$ cat src/rtl/e1rxfr_pkg.sv
// Shared E1 receive framer definitions: frame alignment pattern, frame size
// and framer state encoding.
package e1rxfr_pkg;

    localparam logic [6:0] FAS_PAT       = 7'b0011011;
    localparam int         E1_TS_PER_FRM = 32;

    typedef enum logic [1:0] {
        ST_HUNT    = 2'd0,
        ST_NFASCHK = 2'd1,
        ST_FASCHK  = 2'd2,
        ST_SYNC    = 2'd3
    } fr_state_e;

    function automatic logic is_fas(input logic [7:0] cb);
        return cb[6:0] == FAS_PAT;
    endfunction

endpackage

$ cat src/rtl/e1rxfr_tsc.sv
// Bit / timeslot / frame-parity counter for the E1 receive framer; a load
// re-anchors it on the bit after a FAS candidate (start of timeslot 1).
module e1rxtsc
    import e1rxfr_pkg::*;
(
    input  logic       clk2,
    input  logic       rst,
    input  logic       load,
    output logic [2:0] bitcnt,
    output logic [4:0] tscnt,
    output logic       fasfrm
);

    logic [2:0] bitcnt_q, bitcnt_d;
    logic [4:0] tscnt_q, tscnt_d;
    logic       fasfrm_q, fasfrm_d;

    always_comb begin
        bitcnt_d = bitcnt_q + 3'd1;
        tscnt_d  = tscnt_q;
        fasfrm_d = fasfrm_q;
        if (load) begin
            bitcnt_d = 3'd0;
            tscnt_d  = 5'd1;
            fasfrm_d = 1'b0;
        end else if (bitcnt_q == 3'd7) begin
            tscnt_d = (tscnt_q == 5'(E1_TS_PER_FRM - 1)) ? 5'd0 : tscnt_q + 5'd1;
            if (tscnt_q == 5'd0) fasfrm_d = ~fasfrm_q;
        end
    end

    always_ff @(posedge clk2) begin
        if (rst) begin
            bitcnt_q <= 3'd0;
            tscnt_q  <= 5'd0;
            fasfrm_q <= 1'b0;
        end else begin
            bitcnt_q <= bitcnt_d;
            tscnt_q  <= tscnt_d;
            fasfrm_q <= fasfrm_d;
        end
    end

    assign bitcnt = bitcnt_q;
    assign tscnt  = tscnt_q;
    assign fasfrm = fasfrm_q;

endmodule

$ cat src/rtl/fflopx.sv
// Generic W-bit register with synchronous active-high reset to zero.
module fflopx #(
    parameter int W = 1
) (
    input  logic         clk2,
    input  logic         rst,
    input  logic [W-1:0] d,
    output logic [W-1:0] q
);

    always_ff @(posedge clk2) begin
        if (rst) q <= '0;
        else     q <= d;
    end

endmodule

$ cat src/rtl/e1rxfr.sv
// E1 receive framer: G.706 FAS/NFAS alignment search and MSB-first
// deserialisation into timeslot-tagged bytes.
//
//   state      | meaning
//   HUNT       | test every bit position for FAS
//   NFASCHK    | candidate found, expect NFAS bit6=1 one frame later
//   FASCHK     | expect FAS again two frames after the candidate
//   SYNC       | aligned, emit bytes, count consecutive FAS errors
module e1rxfr
    import e1rxfr_pkg::*;
#(
    parameter int WID   = 8,
    parameter int LOSSN = 3
) (
    input  logic           clk2,
    input  logic           rst,
    input  logic           serin,
    output logic [WID-1:0] dataout,
    output logic           dovld,
    output logic [4:0]     tsnum,
    output logic           frmsync,
    output logic           ferr
);

    localparam int ECW = $clog2(LOSSN + 1);

    fr_state_e      state_q, state_d;
    logic [ECW-1:0] errcnt_q, errcnt_d;
    logic [WID-1:0] sr_q, sr_d;
    logic [WID-1:0] cb;
    logic [WID-1:0] dataout_d;
    logic [4:0]     tsnum_d;
    logic           dovld_d, frmsync_d, ferr_d;
    logic           tsc_load, fas_ok, byte_end, ts0_end;
    logic [2:0]     bitcnt;
    logic [4:0]     tscnt;
    logic           fasfrm;

    e1rxtsc u_tsc (
        .clk2   (clk2),
        .rst    (rst),
        .load   (tsc_load),
        .bitcnt (bitcnt),
        .tscnt  (tscnt),
        .fasfrm (fasfrm)
    );

    always_comb begin
        cb        = {sr_q[WID-2:0], serin};
        sr_d      = cb;
        fas_ok    = is_fas(cb);
        byte_end  = (bitcnt == 3'd7);
        ts0_end   = byte_end && (tscnt == 5'd0);
        state_d   = state_q;
        errcnt_d  = errcnt_q;
        ferr_d    = 1'b0;
        tsc_load  = 1'b0;
        case (state_q)
            ST_HUNT: begin
                if (fas_ok) begin
                    tsc_load = 1'b1;
                    state_d  = ST_NFASCHK;
                end
            end
            ST_NFASCHK: begin
                if (ts0_end) state_d = cb[6] ? ST_FASCHK : ST_HUNT;
            end
            ST_FASCHK: begin
                if (ts0_end) state_d = fas_ok ? ST_SYNC : ST_HUNT;
            end
            ST_SYNC: begin
                if (ts0_end && fasfrm) begin
                    if (fas_ok) begin
                        errcnt_d = '0;
                    end else begin
                        ferr_d = 1'b1;
                        if (errcnt_q == ECW'(LOSSN - 1)) begin
                            state_d  = ST_HUNT;
                            errcnt_d = '0;
                        end else begin
                            errcnt_d = errcnt_q + ECW'(1);
                        end
                    end
                end
            end
            default: state_d = ST_HUNT;
        endcase
        // A TS0 byte that coincides with loss of alignment is dropped.
        dovld_d   = (state_q == ST_SYNC) && byte_end && (state_d == ST_SYNC);
        frmsync_d = (state_d == ST_SYNC);
        dataout_d = dovld_d ? cb : dataout;
        tsnum_d   = dovld_d ? tscnt : tsnum;
    end

    always_ff @(posedge clk2) begin
        if (rst) begin
            state_q  <= ST_HUNT;
            errcnt_q <= '0;
            sr_q     <= '0;
        end else begin
            state_q  <= state_d;
            errcnt_q <= errcnt_d;
            sr_q     <= sr_d;
        end
    end

    fflopx #(.W(WID)) u_dataout (.clk2(clk2), .rst(rst), .d(dataout_d), .q(dataout));
    fflopx #(.W(5))   u_tsnum   (.clk2(clk2), .rst(rst), .d(tsnum_d),   .q(tsnum));
    fflopx #(.W(1))   u_dovld   (.clk2(clk2), .rst(rst), .d(dovld_d),   .q(dovld));
    fflopx #(.W(1))   u_frmsync (.clk2(clk2), .rst(rst), .d(frmsync_d), .q(frmsync));
    fflopx #(.W(1))   u_ferr    (.clk2(clk2), .rst(rst), .d(ferr_d),    .q(ferr));

endmodule

$ cat config.mk
export PLATFORM = sky130hd
export DESIGN_NAME = e1rxfr
export DESIGN_NICKNAME = d
export VERILOG_FILES = /design/src/rtl/e1rxfr_pkg.sv /design/src/rtl/e1rxfr_tsc.sv /design/src/rtl/fflopx.sv /design/src/rtl/e1rxfr.sv
export SDC_FILE = /design/constraint.sdc
export NUM_CORES = 1
export LEC_CHECK = 0
export BUFFER_PORTS_ARGS = -buffer_cell sky130_fd_sc_hd__clkbuf_2
export CELL_PAD_IN_SITES_DETAIL_PLACEMENT = 2
export CELL_PAD_IN_SITES_GLOBAL_PLACEMENT = 2
export CORE_UTILIZATION = 38
export DETAILED_ROUTE_END_ITERATION = 10
export HOLD_SLACK_MARGIN = 0.12
export PLACE_DENSITY = 0.94
export REMOVE_ABC_BUFFERS = 1
export SLEW_MARGIN = 10
export SYNTH_ARGS = -nofsm -noshare
export SYNTH_HDL_FRONTEND = slang
export SYNTH_SLANG_ARGS = --single-unit
$ cat constraint.sdc
create_clock -name clk2 -period 3.98 [get_ports clk2]
set_input_delay 0.597 -clock clk2 [delete_from_list [all_inputs] [get_ports clk2]]
set_output_delay 0.597 -clock clk2 [all_outputs]
set_load 0.1 [all_outputs]
# --- Word-level counts from Yosys, hierarchy flattened ---
# Index checks and enable logic that the tools add are counted.
classes:
  bitwise: 3
  eq_ne: 8
  muxes: 17
  n_reduce_logical: 11
  addsub: 3
ops:
  columns: ["operator", "n"]
  rows:
  - ["two-way mux 2 bit", 10]
  - ["== test 2 bit, second input constant", 4]
  - ["one-hot mux 2 bit (4 select lines)", 1]
  - ["== test 7 x 5 -> 1 bit, second input constant", 1]
  - ["adder 5 x 1 -> 5 bit, second input constant", 1]
  - ["== test 5 bit, second input constant", 1]
  - ["zero test 5 bit", 1]
  - ["two-way mux 1 bit", 5]
  - ["two-way mux 5 bit", 1]
  - ["logical AND 1 bit", 4]
  - ["AND reduction 2 bit", 2]
  - ["adder 3 x 1 -> 3 bit, second input constant", 1]
  - ["== test 3 bit, second input constant", 1]
  - ["inverter 1 bit", 3]
  - ["OR reduction 3 bit", 1]
  - ["adder 2 x 1 -> 2 bit, second input constant", 1]
  - ["== test 2 x 1 -> 1 bit, second input constant", 1]
  - ["zero test 2 bit", 1]
  - ["nonzero test 2 bit", 1]
  - ["OR reduction 2 bit", 1]
totals:
  wordCells: 54
  in_bits: 3
  out_inout_bits: 16
  register_bits: 36

# --- Depth between registers and ports, before layout ---
logic_depth:
  ltp_word: 7
  mapped_depth: 9

# --- Cells and area by module ---
# A second synthesis with hierarchy kept.
unflattened:
  hier_cells: 147
  area_unflattened_um2: 1571.5
modules_own_cells:
  columns: ["mod", "n_inst", "area_each_um2", "seq_area_each_um2", "cells_each"]
  rows:
  - ["e1rxfr", 1, 713.2, 220.2, 71]
  - ["e1rxtsc", 1, 415.4, 180.2, 44]
  - ["fflopx (u_dataout)", 1, 210.2, 160.2, 16]
  - ["fflopx (u_tsnum)", 1, 131.4, 100.1, 10]
  - ["fflopx (u_dovld ...)", 3, 33.8, 20.0, 2]

# --- Worst setup path before layout ---
# Ideal clock, no wire load.
synth_timing:
  path_type: "register to register"
  from: "register u_tsc.bitcnt_q[0] (netlist: u_tsc.bitcnt[0])"
  to: "register u_dataout.q[0]"
  path_slack_ns: 1.926
  arrival_ns: 1.934
  path_stages_with_launch: 9
  n_path_buf: 2
  cell_sequence: "dfxtp_1 ha_1 ha_1 buf_4 nand4bb_2 or2_0 clkbuf_2 o311ai_4 mux2_2"
synth_between:
  elab_chain_cells: 7
  word_cells_on_any_way: 10
synth_rtl:
  columns: ["item", "line", "text"]
  rows:
  - ["from (decl)", "e1rxfr_tsc.sv:14", "logic [2:0] bitcnt_q, bitcnt_d;"]
  - ["from (signal assigned)", "e1rxfr_tsc.sv:38", "bitcnt_q <= bitcnt_d;"]
  - ["== test 3 bit (*)", "e1rxfr.sv:52", "byte_end = (bitcnt == 3'd7);"]
  - ["logical AND 1 bit", "e1rxfr.sv:53", "ts0_end = byte_end && (tscnt == 5'd0);"]
  - ["logical AND 1 bit", "e1rxfr.sv:72", "if (ts0_end && fasfrm) begin"]
  - ["two-way mux 2 bit", "e1rxfr.sv:72", null]
  - ["one-hot mux 2 bit (4 select lines)", "e1rxfr.sv:58", "case (state_q)"]
  - ["== test 2 bit", "e1rxfr.sv:89", "dovld_d = (state_q == ST_SYNC) && byte_end && (state_d == ST_SYNC);"]
  - ["logical AND 1 bit (*)", "e1rxfr.sv:89", null]
  - ["to (signal assigned)", "fflopx.sv:12", "if (rst) q <= '0;"]
  - ["to (signal assigned)", "fflopx.sv:13", "else q <= d;"]
  - ["to (decl)", "fflopx.sv:8", "output logic [W-1:0] q"]
# Mark *: on every way between the ends. The rest lies on a longest branch, timed or not.
# A chain may end at the register's enable or synchronous reset.

# --- Worst setup path in the final report ---
layout_timing:
  from: "register u_tsc.bitcnt_q[0] (netlist: u_tsc.bitcnt[0])"
  to: "register u_dataout.q[6]"
# Same word-level chain as after synthesis.

==> flow_metrics.env <==
export IMPL_synthCells=147
export IMPL_p_leak_nw=0.656
export IMPL_drive_above_1_share_pct=20.5
export IMPL_cts_reportedPaths_clkPinSlew_ns=0.07
export IMPL_min_to="u_tsc.bitcnt[0]"
export IMPL_grt_max_degree=25
export IMPL_grt_util_all_layers_pct=20.0
export IMPL_crit_type="flip-flop to flip-flop"
export IMPL_powerDensity_mw_per_mm2=373
export IMPL_netlist_area_mm2=0.00147
export IMPL_diodes=0
export IMPL_cts_root_buf="clkbuf_8"
export IMPL_top_level_ports=19
export IMPL_drt_iter0_drc=27
export IMPL_worst_r2r_setup_slack_ns=1.46
export IMPL_die_w_um=64.3
export IMPL_synth_edf_count=0
export IMPL_vias=1115
export IMPL_antenna_found_initial=0
export IMPL_num_rows=22
export IMPL_rr_startpoint="u_tsc.bitcnt[0]"
export IMPL_finalCriticalPeriod_ns=2.52
export IMPL_htree_num_levels=2
export IMPL_relSlewSlack_pct=34.5
export IMPL_ys_seq_area_share_pct=48.9
export IMPL_grt_pass1_vias=1263
export IMPL_maxCapViolCount=0
export IMPL_synthesis_yosys_warnings=0
export IMPL_worstSetupStartpointType="flip-flop"
export IMPL_holdBufCountCts=0
export IMPL_die_area_mm2=0.00413
export IMPL_clockBufferDepth=2
export IMPL_worstHoldStart="u_tsc.bitcnt[0]"
export IMPL_yosys_area_top_type="dfxtp_1"
export IMPL_numCtsBuffers=5
export IMPL_grt_overflow=0
export IMPL_vdd_drop_max_v=0.000164
export IMPL_avgSynthCellArea_um2=10.0
export IMPL_status="finished clean"
export IMPL_clkSinkCount=36
export IMPL_area_growth_pct=13.5
export IMPL_critPathArrivalTime_ns=2.69
export IMPL_power_w=0.000623
export IMPL_tns_ns=0
export IMPL_cts_tree="built"
export IMPL_fin_skew_ns=0.00732
export IMPL_r2r_end="u_dataout.q[6]"
export IMPL_start_util_pct=39.9
export IMPL_synthArstFlopShare_pct=0
export IMPL_synth_top_area_share_pct=48.9
export IMPL_via_per_inst=5.21
export IMPL_worst_pin_slew_ns=0.975
export IMPL_rsz0062_at_grt="false"
export IMPL_cts_setup_buffers=0
export IMPL_remaining_drc_errors=0
export IMPL_critPathMaxFanout=9
export IMPL_max_freq_ghz=0.396
export IMPL_io_buffers=18
export IMPL_nets=174
export IMPL_cp_data_required_time_ns=4.15
export IMPL_core_area_mm2=0.00369
export IMPL_grt_pass1_wl_mm=6.17
export IMPL_synth_ff_type="dfxtp_1"
export IMPL_r2r_cells=6
export IMPL_wl_per_cell_um=16.4
export IMPL_endpoint_kind="flip-flop"
export IMPL_wl_mm=3.51
export IMPL_ys_types=35
export IMPL_firstDrtPassIters=4
export IMPL_drtAntennaViolNets=0
export IMPL_final_max_slew_viol_count=0
export IMPL_worstSkewPairLatency_ns=0.29
export IMPL_gp_congestion=0.810
export IMPL_hold_violations=0
export IMPL_hold_path_class="flip-flop to flip-flop"
export IMPL_timing_final_crit_share_pct=63.4
export IMPL_setup_viol=0
export IMPL_cts_resized=0
export IMPL_place_hpwl_mm=2.60
export IMPL_die_h_um=64.3
export IMPL_hold_depth=1
export IMPL_synth_area_top_cells="dfxtp_1, nor2b_1, mux2_2"
export IMPL_synth_seq_cells=36
==> cell usage in the layout (no fill, tap or decap), types with 2 or more instances in the layout <==
cell / n
dfxtp_1: 36
clkbuf_2: 18
nand2_1: 17
nor2b_1: 16
nor2_1: 10
mux2i_1: 7
mux2_2: 7
o21ai_0: 5
ha_1: 5
clkbuf_8: 5
inv_1: 4
nand3b_1: 4
and3_1: 4
a21oi_1: 3
a22oi_1: 3
nand2b_1: 2
nand3_1: 2
==> cell usage after synthesis (2+ instances only) <==
master,instances
mux2_2,7
a22oi_1,3
nand2_1,17
nor2_1,10
nand2b_1,2
nand3b_1,4
a21oi_1,3
clkbuf_1,3
inv_1,4
ha_1,5
o21ai_0,5
dfxtp_1,36
nand3_1,2
mux2i_1,7
and3_1,4
nor2b_1,16
==> per-layer routing <==
metal	global-route usage (%)	vias to the layer above	wire [um]
met2	37.1	22	1940
met1	21.6	545	1400
li1	-	543	-
met4	6.94	0	40
met5	0	-	0
met3	5.36	5	139
==> sequential cells by signal (all words and copies together), names as in the netlist <==
register / count
u_dataout.q: 8
sr_q: 7
u_tsc.fasfrm: 1
u_tsc.tscnt: 5
u_frmsync.q: 1
u_tsnum.q: 5
state_q: 2
u_dovld.q: 1
u_ferr.q: 1
errcnt_q: 2
u_tsc.bitcnt: 3
==> final cells by class <==
| type | count | area, um2 |
|---|---|---|
| Timing Repair Buffer | 18 | 90.1 |
| Clock inverter | 1 | 5.00 |
| Clock buffer | 6 | 72.6 |
| Fill cell | 419 | 2020 |
| Tap cell | 48 | 60.1 |
| Sequential cell | 36 | 721 |
| Multi-Input combinational cell | 101 | 708 |
| Inverter | 4 | 15.0 |
==> how the worst max path moves through the flow <==
| stage | startpoint | to | depth (start not counted) |
|---|---|---|---|
| 2_1_floorplan | u_tsc.bitcnt[0] | u_dataout.q[0] | 6 |
| 3_3_place_gp | u_tsc.bitcnt[0] | u_dataout.q[5] | 6 |
| 3_5_place_dp | u_tsc.bitcnt[0] | u_dataout.q[6] | 6 |
| 4_1_cts | u_tsc.bitcnt[0] | u_dataout.q[6] | 6 |
| 5_1_grt | u_tsc.bitcnt[0] | u_dataout.q[4] | 6 |
| 6_report | u_tsc.bitcnt[0] | u_dataout.q[6] | 6 |
==> power breakdown <==
group          leakage, nW  switching [W]   total, W  internal [W]
Combinational        0.324      0.0000104  0.0000152    0.00000480
Clock               0.0410       0.000122   0.000241      0.000119
Sequential           0.291     0.00000204   0.000366      0.000364
==> through the flow <==
stage / hold WS [ns] / instances / setup WS (ns) / utilization (%) / instance area [um2]
2_1_floorplan: 0.399 / 141 / 1.86 / - / 1440
6_report: 0.433 / 214 / 1.46 / 45.3 / 1670
4_1_cts: 0.440 / 214 / 1.45 / 45.3 / 1670
5_1_grt: 0.483 / 214 / 1.28 / 45.3 / 1670
3_5_place_dp: 0.430 / 207 / 1.49 / 43.2 / 1590
3_3_place_gp: 0.408 / 207 / 1.59 / 43.2 / 1590
==> cell families after synthesis <==
family	count (synthesis)	share of synthesized area, %
AND/OR/NAND/NOR	61	22.7
flip-flops	36	48.9
AO/OA/AOI/OAI	20	10.5
multiplexers	14	10.1
buffers and inverters	10	2.97
adder cells (fa/ha/maj)	5	4.25
XOR/XNOR	1	0.595
==> worst max-delay path, stage by stage (launching register included) <==
cell       delay [ns]
dfxtp_1          0.34
ha_1             0.16
ha_1             0.40
nand4bb_2        0.20
or2_0            0.39
o311ai_4         0.52
mux2_2           0.41
Power figures use the tool's default switching activity.
